File: config.mk
export PLATFORM = sky130hd
export DESIGN_NAME = ps2_rx_frame
export DESIGN_NICKNAME = d
export VERILOG_FILES = /design/src/rtl/ps2_rx_frame.sv
export SDC_FILE = /design/constraint.sdc
export NUM_CORES = 1
export LEC_CHECK = 0
export ABC_CLOCK_PERIOD_IN_PS = 2800
export BUFFER_PORTS_ARGS = -buffer_cell sky130_fd_sc_hd__buf_2
export CAP_MARGIN = 5
export CORE_MARGIN = 5
export CORE_UTILIZATION = 55
export CTS_CLUSTER_DIAMETER = 40
export DETAILED_ROUTE_END_ITERATION = 7
export PLACE_DENSITY = 0.8
export SETUP_SLACK_MARGIN = 0.02
export SLEW_MARGIN = 20
export SYNTH_ARGS = -nofsm -noshare
export SYNTH_HDL_FRONTEND = slang
export SYNTH_SLANG_ARGS = --single-unit
File: constraint.sdc
create_clock -name clk -period 2.8 [get_ports clk]
set_input_delay 0.14 -clock clk [delete_from_list [all_inputs] [get_ports clk]]
set_output_delay 0.14 -clock clk [all_outputs]
set_load 0.01 [all_outputs]
File: src/rtl/ps2_rx_frame.sv
// PS/2 device-to-host frame receiver.
// Synchronizes and deglitches the raw KBCLK/KBDAT pins, deserializes
// 11-bit frames (start, 8 data LSB-first, odd parity, stop) and reports
// each frame as a good byte, a parity fault or a framing/timeout fault.
module ps2_rx_frame #(
  parameter int SYNC_STAGES    = 2,
  parameter int FILTER_LEN     = 4,
  parameter int TIMEOUT_CYCLES = 50000
) (
  input  logic       clk,
  input  logic       rst_n,
  input  logic       kbclk,
  input  logic       kbdat,
  output logic       rx_valid,
  output logic [7:0] rx_data,
  output logic       parity_err,
  output logic       frame_err,
  output logic       busy
);

  localparam int FCW = $clog2(FILTER_LEN + 1);
  localparam int TCW = $clog2(TIMEOUT_CYCLES + 1);

  typedef enum logic [1:0] {
    IDLE   = 2'd0,
    DATA   = 2'd1,
    PARITY = 2'd2,
    STOP   = 2'd3
  } state_t;

  // Input synchronizers; the bus idles high, so they reset to 1.
  logic [SYNC_STAGES-1:0] clk_sync_q;
  logic [SYNC_STAGES-1:0] dat_sync_q;
  logic                   clk_s;
  logic                   dat_s;

  // Deglitch filter and edge strobe.
  logic           filt_q;
  logic [FCW-1:0] flt_cnt_q;
  logic           fall_stb_q;

  // Frame FSM and datapath.
  state_t         state_q, state_d;
  logic [2:0]     bit_cnt_q, bit_cnt_d;
  logic [7:0]     shift_q, shift_d;
  logic           par_q, par_d;
  logic [TCW-1:0] tmo_q, tmo_d;
  logic [7:0]     rx_data_q, rx_data_d;
  logic           rx_valid_q, rx_valid_d;
  logic           parity_err_q, parity_err_d;
  logic           frame_err_q, frame_err_d;
  logic           busy_q, busy_d;

  assign clk_s = clk_sync_q[SYNC_STAGES-1];
  assign dat_s = dat_sync_q[SYNC_STAGES-1];

  // Shift the raw pins through the synchronizer chains.
  // NOTE: every flop is written with <= so all stages update from the
  // values before the edge; blocking assignments would collapse the chain.
  always_ff @(posedge clk or negedge rst_n) begin
    if (!rst_n) begin
      clk_sync_q <= '1;
      dat_sync_q <= '1;
    end else begin
      clk_sync_q <= {clk_sync_q[SYNC_STAGES-2:0], kbclk};
      dat_sync_q <= {dat_sync_q[SYNC_STAGES-2:0], kbdat};
    end
  end

  // Flip the filtered clock after FILTER_LEN consecutive differing samples;
  // a 1->0 flip raises fall_stb for one cycle.
  always_ff @(posedge clk or negedge rst_n) begin
    if (!rst_n) begin
      filt_q     <= 1'b1;
      flt_cnt_q  <= '0;
      fall_stb_q <= 1'b0;
    end else begin
      fall_stb_q <= 1'b0;
      if (clk_s != filt_q) begin
        if (flt_cnt_q == FCW'(FILTER_LEN - 1)) begin
          filt_q     <= clk_s;
          flt_cnt_q  <= '0;
          fall_stb_q <= ~clk_s;
        end else begin
          flt_cnt_q <= flt_cnt_q + FCW'(1);
        end
      end else begin
        flt_cnt_q <= '0;
      end
    end
  end

  // Next-state logic: deserialize on fall_stb, abort on timeout otherwise.
  // NOTE: every signal gets its hold/default value first, so no path through
  // the case leaves one unassigned and no latch is inferred.
  always_comb begin
    state_d      = state_q;
    bit_cnt_d    = bit_cnt_q;
    shift_d      = shift_q;
    par_d        = par_q;
    rx_data_d    = rx_data_q;
    rx_valid_d   = 1'b0;
    parity_err_d = 1'b0;
    frame_err_d  = 1'b0;
    tmo_d        = (state_q == IDLE || fall_stb_q) ? '0 : tmo_q + TCW'(1);

    if (fall_stb_q) begin
      unique case (state_q)
        IDLE: begin
          // A high data bit here is a stray edge and is ignored.
          if (!dat_s) begin
            state_d   = DATA;
            bit_cnt_d = 3'd0;
          end
        end
        DATA: begin
          shift_d   = {dat_s, shift_q[7:1]};
          bit_cnt_d = bit_cnt_q + 3'd1;
          if (bit_cnt_q == 3'd7) state_d = PARITY;
        end
        PARITY: begin
          par_d   = dat_s;
          state_d = STOP;
        end
        STOP: begin
          state_d = IDLE;
          if (!dat_s) begin
            frame_err_d = 1'b1;
          end else if (!(^{shift_q, par_q})) begin
            parity_err_d = 1'b1;
          end else begin
            rx_data_d  = shift_q;
            rx_valid_d = 1'b1;
          end
        end
        default: state_d = IDLE;
      endcase
    end else if (state_q != IDLE && tmo_q == TCW'(TIMEOUT_CYCLES - 1)) begin
      state_d     = IDLE;
      frame_err_d = 1'b1;
      shift_d     = '0;
      bit_cnt_d   = 3'd0;
    end

    busy_d = (state_d != IDLE);
  end

  // Register FSM state, datapath and output strobes.
  // NOTE: only control and datapath flops live here, so all of them take
  // the asynchronous reset; there is no storage array to leave unreset.
  always_ff @(posedge clk or negedge rst_n) begin
    if (!rst_n) begin
      state_q      <= IDLE;
      bit_cnt_q    <= 3'd0;
      shift_q      <= 8'h00;
      par_q        <= 1'b0;
      tmo_q        <= '0;
      rx_data_q    <= 8'h00;
      rx_valid_q   <= 1'b0;
      parity_err_q <= 1'b0;
      frame_err_q  <= 1'b0;
      busy_q       <= 1'b0;
    end else begin
      state_q      <= state_d;
      bit_cnt_q    <= bit_cnt_d;
      shift_q      <= shift_d;
      par_q        <= par_d;
      tmo_q        <= tmo_d;
      rx_data_q    <= rx_data_d;
      rx_valid_q   <= rx_valid_d;
      parity_err_q <= parity_err_d;
      frame_err_q  <= frame_err_d;
      busy_q       <= busy_d;
    end
  end

  assign rx_valid   = rx_valid_q;
  assign rx_data    = rx_data_q;
  assign parity_err = parity_err_q;
  assign frame_err  = frame_err_q;
  assign busy       = busy_q;

endmodule
After elaboration in Yosys (flattened, before gate mapping)
Cells that the tools add are included.
{ "word_totals": {"register_bits": 51, "input_bits": 4, "output_inout_bits": 12, "elab_cells": 70} }
{ "op_classes": {"add_sub_neg": 3, "n_eq_ne": 10, "n_mux": 29, "bitwise_logic": 1, "n_reduce_logical": 12} }
{ "op_table": {"columns": ["cell", "count"], "rows": [
  ["8-bit 2-to-1 mux", 3],
  ["16-bit by 1-bit adder with 16-bit output, second input constant", 1],
  ["16-bit == test, second input constant", 1],
  ["16-bit 2-to-1 mux", 1],
  ["3-bit 2-to-1 mux", 5],
  ["1-bit 2-to-1 mux", 14],
  ["9-bit XOR reduction", 1],
  ["2-bit 2-to-1 mux", 4],
  ["2-bit case mux with 4 select lines", 1],
  ["3-bit by 1-bit adder with 3-bit output, second input constant", 2],
  ["3-bit case mux with 2 select lines", 1],
  ["2-bit AND reduction", 3],
  ["2-bit nonzero test", 3],
  ["2-bit == test, second input constant", 2],
  ["4-bit AND reduction", 1],
  ["3-bit by 2-bit == test with 1-bit output, second input constant", 1],
  ["3-bit == test, second input constant", 1],
  ["3-bit by 1-bit inequality test with 1-bit output, second input constant", 1],
  ["3-bit inequality test, second input constant", 1],
  ["3-bit AND reduction", 1],
  ["2-bit by 1-bit == test with 1-bit output, second input constant", 1],
  ["2-bit zero test", 1],
  ["2-bit by 1-bit inequality test with 1-bit output, second input constant", 1],
  ["1-bit logical AND", 1],
  ["other kinds (3)", 3]
]} }

Logic depth before layout (Yosys ltp)
{ "logic_depth": {"depth_word": 5, "ltp_mapped": 6, "ltp_nobuf": 6} }

Worst setup path before layout
Ideal clock, no wire load.
{ "synth_path": {"path_kind": "reg-to-reg", "startpoint": "register shift_q[4]", "endpoint": "register rx_data_q[0] (netlist: rx_data[0])", "setup_time_ns": 0.125, "t_arrival_ns": 1.733, "required_time_ns": 2.675, "path_slack_ns": 0.943, "path_stages_with_launch": 5, "path_cell_list": "dfrtp_1 -> xor2_1 -> xnor3_1 -> mux2i_4 -> mux2_2"} }
{ "synth_via": {"elab_chain_len": 2} }
{ "synth_lines": {"columns": ["item", "line_no", "rtl"], "rows": [
  ["start: declaration", "45", "logic [7:0] shift_q, shift_d;"],
  ["start signal: assignment", "166", "shift_q <= shift_d;"],
  ["9-bit XOR reduction", "129", "end else if (!(^{shift_q, par_q})) begin"],
  ["4-bit AND reduction (no line)", null, null],
  ["end signal: assignment", "169", "rx_data_q <= rx_data_d;"],
  ["end: declaration", "48", "logic [7:0] rx_data_q, rx_data_d;"]
]} }
Every way passes these cells.
A chain may end at the register's enable or synchronous reset.

Worst setup path after layout
{ "layout_path": {"startpoint": "register shift_q[4]", "endpoint": "register rx_data_q[7] (netlist: rx_data[7])"} }
Same word-level chain as after synthesis.

==> impl_metrics.yaml <==
placement:
  place_congestion: 0.789
  dp_slack_ns: 0.758
  dp_hpwl_um: 2870
  place_inst: 241
  dpl-instance-area_mm2: 0.00236
  port_buffers: 15
die:
  die_h_um: 73.9
  ioPinCount: 16
  core_area_mm2: 0.00397
  fp-row-count: 23
  die_w_um: 73.9
  die_area_mm2: 0.00547
  initial_utilization_pct: 56.6
global_route:
  grt_util_met2_pct: 27.9
  overflow: 0
  grt_start_max_net_pins: 52
  grt_antenna_before_repair: 0
  met3_usage_pct: 3.65
  top_usage_layer: "met2"
  grt_pass1_vias: 1484
  globalRouteTotalUtil_pct: 16.6
  grt_pass1_wl_um: 6930
  grt_util_met1_pct: 21.2
power:
  seq_power_share_pct: 60.5
  combPwrFrac_pct: 10.2
  power.share.switching_pct: 25.2
  p_sw_uw: 345
  internal_power_mw: 1.02
  power.leakage_nw: 1.20
  clkPwrFrac_pct: 29.3
  ir_drop_mv: 0.387
  power.density_mw_per_mm2: 553
layout:
  finalInstanceArea_mm2: 0.00247
  drive_gt1_share_pct: 21.3
  areaGrowthSynthToFinish_pct: 9.96
  n_antenna_cell: 0
  fin_nets: 209
  fin_cells: 252
setup_path:
  reg2reg_from: "shift_q[4]"
  startpoint: "shift_q[4]"
  reg2reg_slack_ns: 0.75
  cp_max_fo: 9
  cp-endpoint: "rx_data[7]"
  reg2regPathDepth: 4
  start_kind: "flip-flop"
  crit_family: "multiplexers"
  cp_data_arrival_time_ns: 2.24
  cp_cell_sequence: "xor2_1, xnor3_1, mux2i_4, mux2_2"
  slowest_delay_ns: 0.49
  worst-setup-path-type: "flip-flop to flip-flop"
  cp-end-kind: "flip-flop"
  cp_slowest_cell: "xnor3_1"
  worst-path-stages: 4
  cp.required_ns: 2.99
  path_buf_inv: 0
  timing.rr.end: "rx_data[7]"
synthesis:
  avgSynthCellArea_um2: 12.2
  synth_nets: 192
  synthTopCellsByArea: "dfrtp_1 (51%), dfstp_2 (5.8%), mux2_2 (5.0%), xor2_1 (4.7%), a22o_1 (4.3%)"
  synth_ff_type: "dfrtp_1"
  netlist_instances: 184
  synth_area_mm2: 0.00225
  async_flop_share_pct: 100
  yosysSeqAreaShare_pct: 57.0
  ys_warn_count: 0
  synth_enable_flop_cells: 0
  yosys.area.top_type: "dfrtp_1"
  synth_top_area_share_pct: 51.2
  ys_types: 40
  ys_ff_latch: 51
clock_tree:
  cts_buffers: 5
  cts.path.max_buffers: 2
  clk_latency_ns: 0.30
  clk_pin_slew_worst_paths_ns: 0.09
  clock-sinks: 51
  cts_root_buffer: "clkbuf_8"
  cts.htree.levels: 2
  cts_tree: "done"
  cts_resized: 0
drt:
  first_pass_iters: 6
  detail-route-antenna-nets: 0
  num_vias: 1453
  post-route-drc-count: 0
  wl_per_cell_um: 15.7
  wirelength_um: 3970
  drt_iter0_markers: 143
  via_per_inst: 5.77
sta:
  finClkSkew_ns: 0.00961
  hold_violations: 0
  slew_headroom_pct: 58.0
  worst_slew_pin_slew_ns: 0.631
  setup_ws_ns: 0.748
  period_share_pct: 73.3
  layout_min_cycle_time_ns: 2.05
  fmax_mhz: 487
  setup_tns_ns: 0
  setup_viol: 0
  slew_violations: 0
  rsz0062_at_grt: "no"
run_status:
  status: "complete, no violations"
min_path:
  hp-class: "flip-flop to flip-flop"
flow_run:
  max-cap-violations: 0
-- power groups by stage --
stage | combinational, mW | sequential (mW) | clock [mW]
after detailed placement | 0.138 | 0.842 | 0
after global routing | 0.161 | 0.833 | 0.435
after CTS | 0.141 | 0.827 | 0.407
after floorplan | 0.106 | 0.824 | 0
final | 0.139 | 0.827 | 0.401
after global placement | 0.126 | 0.834 | 0
-- per-layer routing --
metal  vias up  share of wire (%)
li1        680                  -
met1       734                 43
met2        29                 52
met3        10                3.7
met4         0                1.9
met5         -                  0
-- registers in the layout, indices dropped and copies added, names as in the netlist --
signal / flops
rx_data: 8
tmo_q: 16
shift_q: 8
rx_valid: 1
dat_sync_q: 2
state_q: 2
fall_stb_q: 1
par_q: 1
clk_sync_q: 2
parity_err: 1
bit_cnt_q: 3
flt_cnt_q: 3
frame_err: 1
busy: 1
filt_q: 1
-- layout make-up --
type                            instances  area [µm²]
Timing Repair Buffer                   19         115
Tap cell                               50        62.6
Clock inverter                          1        5.00
Clock buffer                            7        76.3
Inverter                                4        15.0
Fill cell                             309        1500
Multi-Input combinational cell        120         916
Sequential cell                        51        1280
-- cell usage after synthesis, types with 2 or more instances --
cell type / number
clkbuf_1: 8
a22o_1: 11
nor2_1: 20
nand4_1: 4
inv_1: 4
mux2_2: 10
nand2_1: 4
a21oi_1: 5
dfrtp_1: 46
o21ai_0: 5
and3_1: 2
ha_1: 4
nand3_1: 8
dfstp_2: 5
and4_1: 2
or3_1: 2
xnor3_1: 2
xnor2_1: 5
nor2b_1: 3
xor2_1: 12
o31ai_1: 2
o22ai_1: 2
-- placed cells by master (no fill, tap or decap), drive strengths merged, types with 4 or more instances in the layout --
cell	count
dfrtp	46
nor2	20
buf	16
xor2	12
a22o	11
mux2	10
nand3	8
clkbuf	7
o21ai	5
xnor2	5
a21oi	5
dfstp	5
inv	4
nand2	4
nand4	4
ha	4
-- worst min-delay path by stage --
| stage | startpoint | end | slack, ns | cells past startpoint |
|---|---|---|---|---|
| after CTS | rst_n | rx_data[3] | 0.08 | 1 |
| after global routing | dat_sync_q[0] | dat_sync_q[1] | 0.36 | 0 |
| after floorplan | rst_n | bit_cnt_q[0] | -0.16 | 0 |
| final | dat_sync_q[0] | dat_sync_q[1] | 0.36 | 0 |
| after global placement | kbdat | dat_sync_q[0] | 0.25 | 1 |
| after detailed placement | kbclk | clk_sync_q[0] | 0.25 | 1 |
-- cells by family (layout without fill, tap and decap cells) --
| kind of cell | count (synthesis) | in the layout | share of synthesized area (%) |
|---|---|---|---|
| adders and majority gates | 4 | 4 | 2.23 |
| AOI/OAI and AO/OA | 28 | 28 | 8.79 |
| muxes | 11 | 11 | 6.01 |
| xor gates and xnor gates | 19 | 19 | 8.63 |
| buffers and inverters | 13 | 31 | 2.23 |
| DFF | 51 | 51 | 57.0 |
| and+or+nand+nor | 58 | 58 | 15.1 |
-- per-stage QoR --
step | util [%] | hold WS [ns] | power, mW
final | 62.3 | 0.358 | 1.37
after global routing | 62.3 | 0.363 | 1.43
after CTS | 61.9 | 0.0774 | 1.38
after detailed placement | 59.4 | 0.248 | 0.980
after global placement | 59.4 | 0.246 | 0.959
after floorplan | - | -0.156 | 0.929
-- what timing repair did --
item,in CTS,in global routing
endpoints found under the hold margin,2,46
buffers inserted,0,0
hold buffers,2,1
setup endpoints to repair,0,0
No activity file was read; power rests on OpenSTA's default activity.
